--- src/rtl/fetch_unit.sv ---
// fetch_unit: IDLE -> REQ -> LOAD instruction fetch with in-IDLE PC redirect.
// Optional macro FETCH_TIMEOUT_EN adds a REQ-state timeout that aborts via fetch_err.
module fetch_unit #(
    parameter logic [15:0] RESET_PC       = 16'h0000,
    parameter int          TIMEOUT_CYCLES = 64
) (
    input  logic        clk,
    input  logic        reset_n,
    input  logic        fetch_req,
    input  logic        pc_load,
    input  logic [15:0] pc_target,
    input  logic        mem_resp,
    input  logic [15:0] mem_rdata,
    output logic        mem_read,
    output logic [15:0] mem_address,
    output logic [15:0] pc_out,
    output logic        ir_load,
    output logic [15:0] ir_data,
    output logic        fetch_done,
    output logic        fetch_err,
    output logic [1:0]  state_dbg
);

    typedef enum logic [1:0] {
        IDLE = 2'd0,
        REQ  = 2'd1,
        LOAD = 2'd2
    } state_t;

    localparam logic [15:0] RESET_PC_ALIGNED = {RESET_PC[15:1], 1'b0};

    state_t      state;
    state_t      state_nxt;
    logic [15:0] pc_q;
    logic [15:0] ir_q;
    logic        tmo_hit;
    logic        unused_tgt_lsb;

    assign unused_tgt_lsb = pc_target[0];

`ifdef FETCH_TIMEOUT_EN
    logic [7:0] tmo_cnt;
    logic       err_q;

    assign tmo_hit = (tmo_cnt == 8'(TIMEOUT_CYCLES - 1));

    // Counter restarts on every IDLE->REQ entry; mem_resp cycles do not count.
    always_ff @(posedge clk or negedge reset_n) begin
        if (!reset_n) begin
            tmo_cnt <= 8'd0;
        end else if (state == IDLE && state_nxt == REQ) begin
            tmo_cnt <= 8'd0;
        end else if (state == REQ && !mem_resp) begin
            tmo_cnt <= tmo_cnt + 8'd1;
        end
    end

    always_ff @(posedge clk or negedge reset_n) begin
        if (!reset_n) begin
            err_q <= 1'b0;
        end else begin
            err_q <= (state == REQ) && !mem_resp && tmo_hit;
        end
    end

    assign fetch_err = err_q;
`else
    localparam int unused_timeout = TIMEOUT_CYCLES;

    assign tmo_hit   = 1'b0;
    assign fetch_err = 1'b0;
`endif

    always_ff @(posedge clk or negedge reset_n) begin
        if (!reset_n) begin
            state <= IDLE;
        end else begin
            state <= state_nxt;
        end
    end

    // pc_load beats fetch_req in IDLE; a mem_resp in the timeout cycle still completes.
    always_comb begin
        state_nxt = state;
        case (state)
            IDLE: begin
                if (!pc_load && fetch_req) begin
                    state_nxt = REQ;
                end
            end
            REQ: begin
                if (mem_resp) begin
                    state_nxt = LOAD;
                end else if (tmo_hit) begin
                    state_nxt = IDLE;
                end
            end
            LOAD:    state_nxt = IDLE;
            default: state_nxt = IDLE;
        endcase
    end

    always_ff @(posedge clk or negedge reset_n) begin
        if (!reset_n) begin
            pc_q <= RESET_PC_ALIGNED;
        end else if (state == IDLE && pc_load) begin
            pc_q <= {pc_target[15:1], 1'b0};
        end else if (state == LOAD) begin
            pc_q <= pc_q + 16'd2;
        end
    end

    always_ff @(posedge clk or negedge reset_n) begin
        if (!reset_n) begin
            ir_q <= 16'h0000;
        end else if (state == REQ && mem_resp) begin
            ir_q <= mem_rdata;
        end
    end

    // Memory handshake: mem_read is held high (address stable) from REQ entry until the
    // cycle that samples mem_resp=1; mem_resp in any other state is not an acknowledge.
    // Outputs decode the state register, so reset clears them without a clock edge.
    assign mem_read    = (state == REQ);
    assign mem_address = pc_q;
    assign pc_out      = pc_q;
    assign ir_load     = (state == LOAD);
    assign fetch_done  = (state == LOAD);
    assign ir_data     = ir_q;
    assign state_dbg   = state;

endmodule
--- config.mk ---
export PLATFORM = sky130hd
export DESIGN_NAME = fetch_unit
export DESIGN_NICKNAME = d
export VERILOG_FILES = /design/src/rtl/fetch_unit.sv
export SDC_FILE = /design/constraint.sdc
export NUM_CORES = 1
export LEC_CHECK = 0
export ABC_AREA = 1
export CAP_MARGIN = 20
export CORE_ASPECT_RATIO = 1.1
export CORE_UTILIZATION = 30
export CTS_BUF_LIST = sky130_fd_sc_hd__clkbuf_8 sky130_fd_sc_hd__clkbuf_16
export DETAILED_ROUTE_END_ITERATION = 6
export SYNTH_ARGS = -nofsm -noshare
export SYNTH_HDL_FRONTEND = slang
export SYNTH_SLANG_ARGS = --single-unit
--- constraint.sdc ---
create_clock -name clk -period 3.8 [get_ports clk]
set_input_delay 0.38 -clock clk [delete_from_list [all_inputs] [get_ports clk]]
set_output_delay 0.38 -clock clk [all_outputs]
set_load 0.02 [all_outputs]
# Word level (Yosys, flattened, before mapping)
# Index checks and enable logic that the tools add are counted.
dict set report classes {
  n_addsub 1
  n_reduce_logical 7
  n_eq_ne 4
  n_mux 5
}
# operator count
set ops {}
lappend ops {{$mux W16} 2}
lappend ops {{$add A16 B2 Y16 const B} 1}
lappend ops {{$mux W2} 2}
lappend ops {{$ne A2 B2 Y1 const B} 2}
lappend ops {{$pmux W2 S2} 1}
lappend ops {{$logic_and A1 B1 Y1} 3}
lappend ops {{$eq A2 B1 Y1 const B} 1}
lappend ops {{$eq A2 B2 Y1 const B} 1}
lappend ops {{$logic_not A2 Y1} 1}
lappend ops {{$reduce_and A2 Y1} 1}
lappend ops {{$reduce_bool A2 Y1} 1}
lappend ops {{$logic_not A1 Y1} 1}
dict set report word_totals {
  output_inout_bits 54
  in_bits 37
  reg_bits 34
  wordCells 20
}

# Depth between registers and ports, before layout
dict set report depth {
  word_depth 4
  depth_mapped 8
  ltp_nobuf 8
}

# Least setup slack after synthesis
# Ideal clock, no wire load.
dict set report synth_timing {
  kind {register -> output}
  startpoint {register state[0], in the netlist state_dbg[0]}
  endpoint {output port ir_load}
  required_time_ns 3.420
  path_stages_with_launch 5
  slack_ns 2.331
  n_path_buf 1
  t_arrival_ns 1.089
  path_cell_list {dfrtp_1 inv_2 nand2_2 inv_1 buf_4}
}
dict set report synth_between {
  elab_chain_len 1
}
# element line
set synth_rtl {}
lappend synth_rtl {{start: declaration} 32} ;# state_t state;
lappend synth_rtl {{start signal: assignment} 78} ;# state <= state_nxt;
lappend synth_rtl {{$eq A2 B2 Y1} -}
lappend synth_rtl {{end: declaration} 17} ;# output logic ir_load,
# Every way passes these cells.

# Worst setup path in the final report
dict set report layout_timing {
  startpoint {register state[0], in the netlist state_dbg[0]}
  endpoint {output port fetch_done}
}
dict set report layout_between {
  elab_chain_len 1
}
# element line
set layout_rtl {}
lappend layout_rtl {{$eq A2 B2 Y1} 128} ;# assign fetch_done = (state == LOAD);
lappend layout_rtl {{end: declaration} 19} ;# output logic fetch_done,
# Every way passes these cells.

==> run_results.csv <==
group,metric,value,unit
timing,timing.fmax,476,MHz
logic_synthesis,yosysWarnings,0,
power,clkPwrFrac,0.138,
timing,clock_skew,6.13,ps
timing,finalHoldViolCount,0,
logic_synthesis,netlist_area,0.00194,mm^2
clock_network,cts.path.max_buffers,2,
critical_path,startpoint_type,"register",
layout,fin_nets,371,
floorplanning,fp.coreArea,0.00619,mm^2
drt,firstDrtPassIters,4,
place,place_ws,1760,ps
drt,drc,0,
global_routing,grt_pass1_vias,1818,
drt,drt_iter0_drc,68,
drt,vias,1835,
place,dp_hpwl,3.51,mm
global_routing,grt_use_met1,0.169,
power,seqPwrFrac,0.327,
place,gp_congestion,0.759,
global_routing,grt_overflow_total,0,
logic_synthesis,ys_seq_elements,33,
clock_network,clock_sinks,33,
power,power_density,664,mW/mm^2
timing,fin_crit,2100,ps
layout,num_antenna_cells,0,
power,p_int,1060,uW
critical_path,end_kind,"primary output",
floorplanning,num_rows,30,
critical_path,worstPathArrival,1720,ps
drt,ant_nets,0,
critical_path,cp_max_fo,6,
critical_path,worstPathRequired,3420,ps
logic_synthesis,yosysUniqueCellTypes,28,
power,total_power,1870,uW
drt,drt-total-wl,4.93,mm
critical_path,worst-path-buf-inv,3,
power,switching_power,811,uW
flow_run,cap_violations,0,
floorplanning,die_h,86.4,um
logic_synthesis,avgSynthCellArea,7.44,um^2
clock_network,clk_latency,290,ps
timing,fin_crit_sh,0.553,
critical_path,worstSetupPathType,"register to primary output",
clock_network,cts_tree,"yes",
power,swShare,0.433,
timing,setup_slack,1700,ps
timing,tns,0,ps
floorplanning,io_pins,91,
drt,vias_per_cell,4.43,
global_routing,antenna_found_initial,0,
run_status,status,"finished clean",
floorplanning,dieArea,0.00680,mm^2
layout,drive_gt1_frac,0.102,
timing,slew_violations,0,
timing,whs,480,ps
logic_synthesis,synthCells,261,
global_routing,grt_use_met2,0.255,
clock_network,post-cts-setup-buffers,0,
global_routing,busiest_layer,"met2",
clock_network,cts_hold_buffers,0,
power,combPwrFrac,0.534,
drt,post_drt_wl_per_cell,11.9,um
timing,setup_viol,0,
clock_network,htreeDepth,2,
clock_network,cts_root_buffer,"clkbuf_8",
global_routing,grtUsageMet3,0.0716,
global_routing,grt_pass1_wl,8.00,mm
place,portBuffers,86,
clock_network,clkSlewWorstSetupHoldPaths,70,ps
critical_path,cpMaxStageDelayCell,"clkdlybuf4s50_1",
layout,area_growth,45.3,%
logic_synthesis,yosysSeqAreaShare,0.425,
timing,rsz0062_at_grt,"false",
clock_network,cts_made_buffers,5,
global_routing,track_usage,0.152,
floorplanning,die_x,78.7,um
power,p_leak,0.00134,uW
critical_path,crit_family,"buffers and inverters",
power,vdd_drop_max,0.298,mV
clock_network,cts-resized-gates,0,
global_routing,grt_start_max_net_pins,34,
floorplanning,start_util,0.314,
critical_path,crit_chain,"inv_2 -> nand2_2 -> inv_1 -> clkdlybuf4s50_1",
worst_hold_path,hold_path_class,"register to register",
critical_path,max_stage_delay,620,ps
## synth_stat cells
cell / count / share of area
o31ai_1: 1 / 0.0039
nor2_4: 1 / 0.0058
buf_6: 1 / 0.0058
nand2_2: 4 / 0.013
dfrtp_1: 33 / 0.43
ha_1: 1 / 0.0064
xnor2_1: 1 / 0.0045
nand4_1: 7 / 0.023
buf_2: 2 / 0.0052
a211oi_1: 1 / 0.0039
nand2_4: 1 / 0.0058
conb_1: 1 / 0.0019
o21bai_1: 2 / 0.0077
o21ai_0: 5 / 0.013
buf_4: 21 / 0.081
nor2_1: 8 / 0.015
nor2_2: 7 / 0.023
inv_2: 9 / 0.017
nand3_1: 17 / 0.044
nand3_4: 1 / 0.0090
inv_1: 22 / 0.043
nand2_1: 98 / 0.19
o21ai_2: 3 / 0.014
o211ai_1: 2 / 0.0077
o21ai_1: 7 / 0.018
o22ai_1: 3 / 0.0097
a21oi_1: 1 / 0.0026
nor3_1: 1 / 0.0026
## logic make-up (layout without fill, tap and decap cells)
logic type | Yosys count | in the layout | share of synthesized area
fa+ha+maj | 1 | 1 | 0.00644
other cells | 1 | 3 | 0.00193
compound gates | 25 | 25 | 0.0799
flops | 33 | 33 | 0.425
simple gates | 145 | 145 | 0.330
buf+inv | 55 | 126 | 0.152
xor+xnor | 1 | 1 | 0.00451
## state kept, by name, indices dropped and copies added, names as in the netlist
name and flops:
state_dbg 2, ir_data 16, mem_address 15
## worst paths after layout
check                        startpoint        endpoint  slack, ps  depth (start not counted)
min                          ir_data[0]      ir_data[0]        480                          2
max in group asynchronous       reset_n  mem_address[8]       2980                          2
max                        state_dbg[0]      fetch_done       1700                          4
max reg2reg                state_dbg[1]  mem_address[5]       2150                          6
min in group asynchronous       reset_n     ir_data[15]        500                          2
min reg2reg                  ir_data[0]      ir_data[0]        480                          2
## per-layer routing
layer	part of all wire	wire length, um	up-vias
li1	-	-	943
met1	0.43	2120	808
met2	0.45	2200	76
met3	0.11	542	8
met4	0.013	65	0
met5	0	0	-
## layout make-up
cell class | count | area (um^2)
well taps | 80 | 100
inverters | 31 | 116
repair buffers | 87 | 868
flip-flops and latches | 33 | 826
multi-input cells | 175 | 828
clock buffers | 5 | 68.8
fillers | 661 | 3370
clock inverters | 3 | 13.8
## power by group through the flow
| stage | combinational (uW) | sequential, uW | clock, uW |
|---|---|---|---|
| CTS | 1010 | 614 | 269 |
| global route | 1090 | 634 | 282 |
| detailed placement | 1010 | 616 | 0 |
| floorplan | 481 | 744 | 0 |
| global placement | 1000 | 616 | 0 |
| finish | 1000 | 613 | 259 |
## placed cells by master, fill, tap and decap left out, drive strengths merged
| master | netlist | layout |
|---|---|---|
| clkbuf | 0 | 5 |
| conb | 1 | 3 |
| a21oi | 1 | 1 |
| dfrtp | 33 | 33 |
| nor2 | 16 | 16 |
| nor3 | 1 | 1 |
| o22ai | 3 | 3 |
| o21ai | 15 | 15 |
| o31ai | 1 | 1 |
| nand2 | 103 | 103 |
| xnor2 | 1 | 1 |
| clkdlybuf4s50 | 0 | 86 |
| o211ai | 2 | 2 |
| a211oi | 1 | 1 |
| inv | 31 | 32 |
| clkinv | 0 | 2 |
| o21bai | 2 | 2 |
| nand4 | 7 | 7 |
| ha | 1 | 1 |
| buf | 24 | 1 |
| nand3 | 18 | 18 |
## through the flow
stage	utilization	cell area, um^2	instances
after floorplan	-	1950	263
after global placement	0.442	2740	406
after detailed placement	0.442	2740	406
after CTS	0.456	2820	414
after global routing	0.456	2820	414
final	0.456	2820	414
## worst min-delay path, cell delays in order, from the launching register on
cell	delay, ps
dfrtp_1	340
nand2_1	50
nand2_1	60
(Power assumes the default switching activity.)
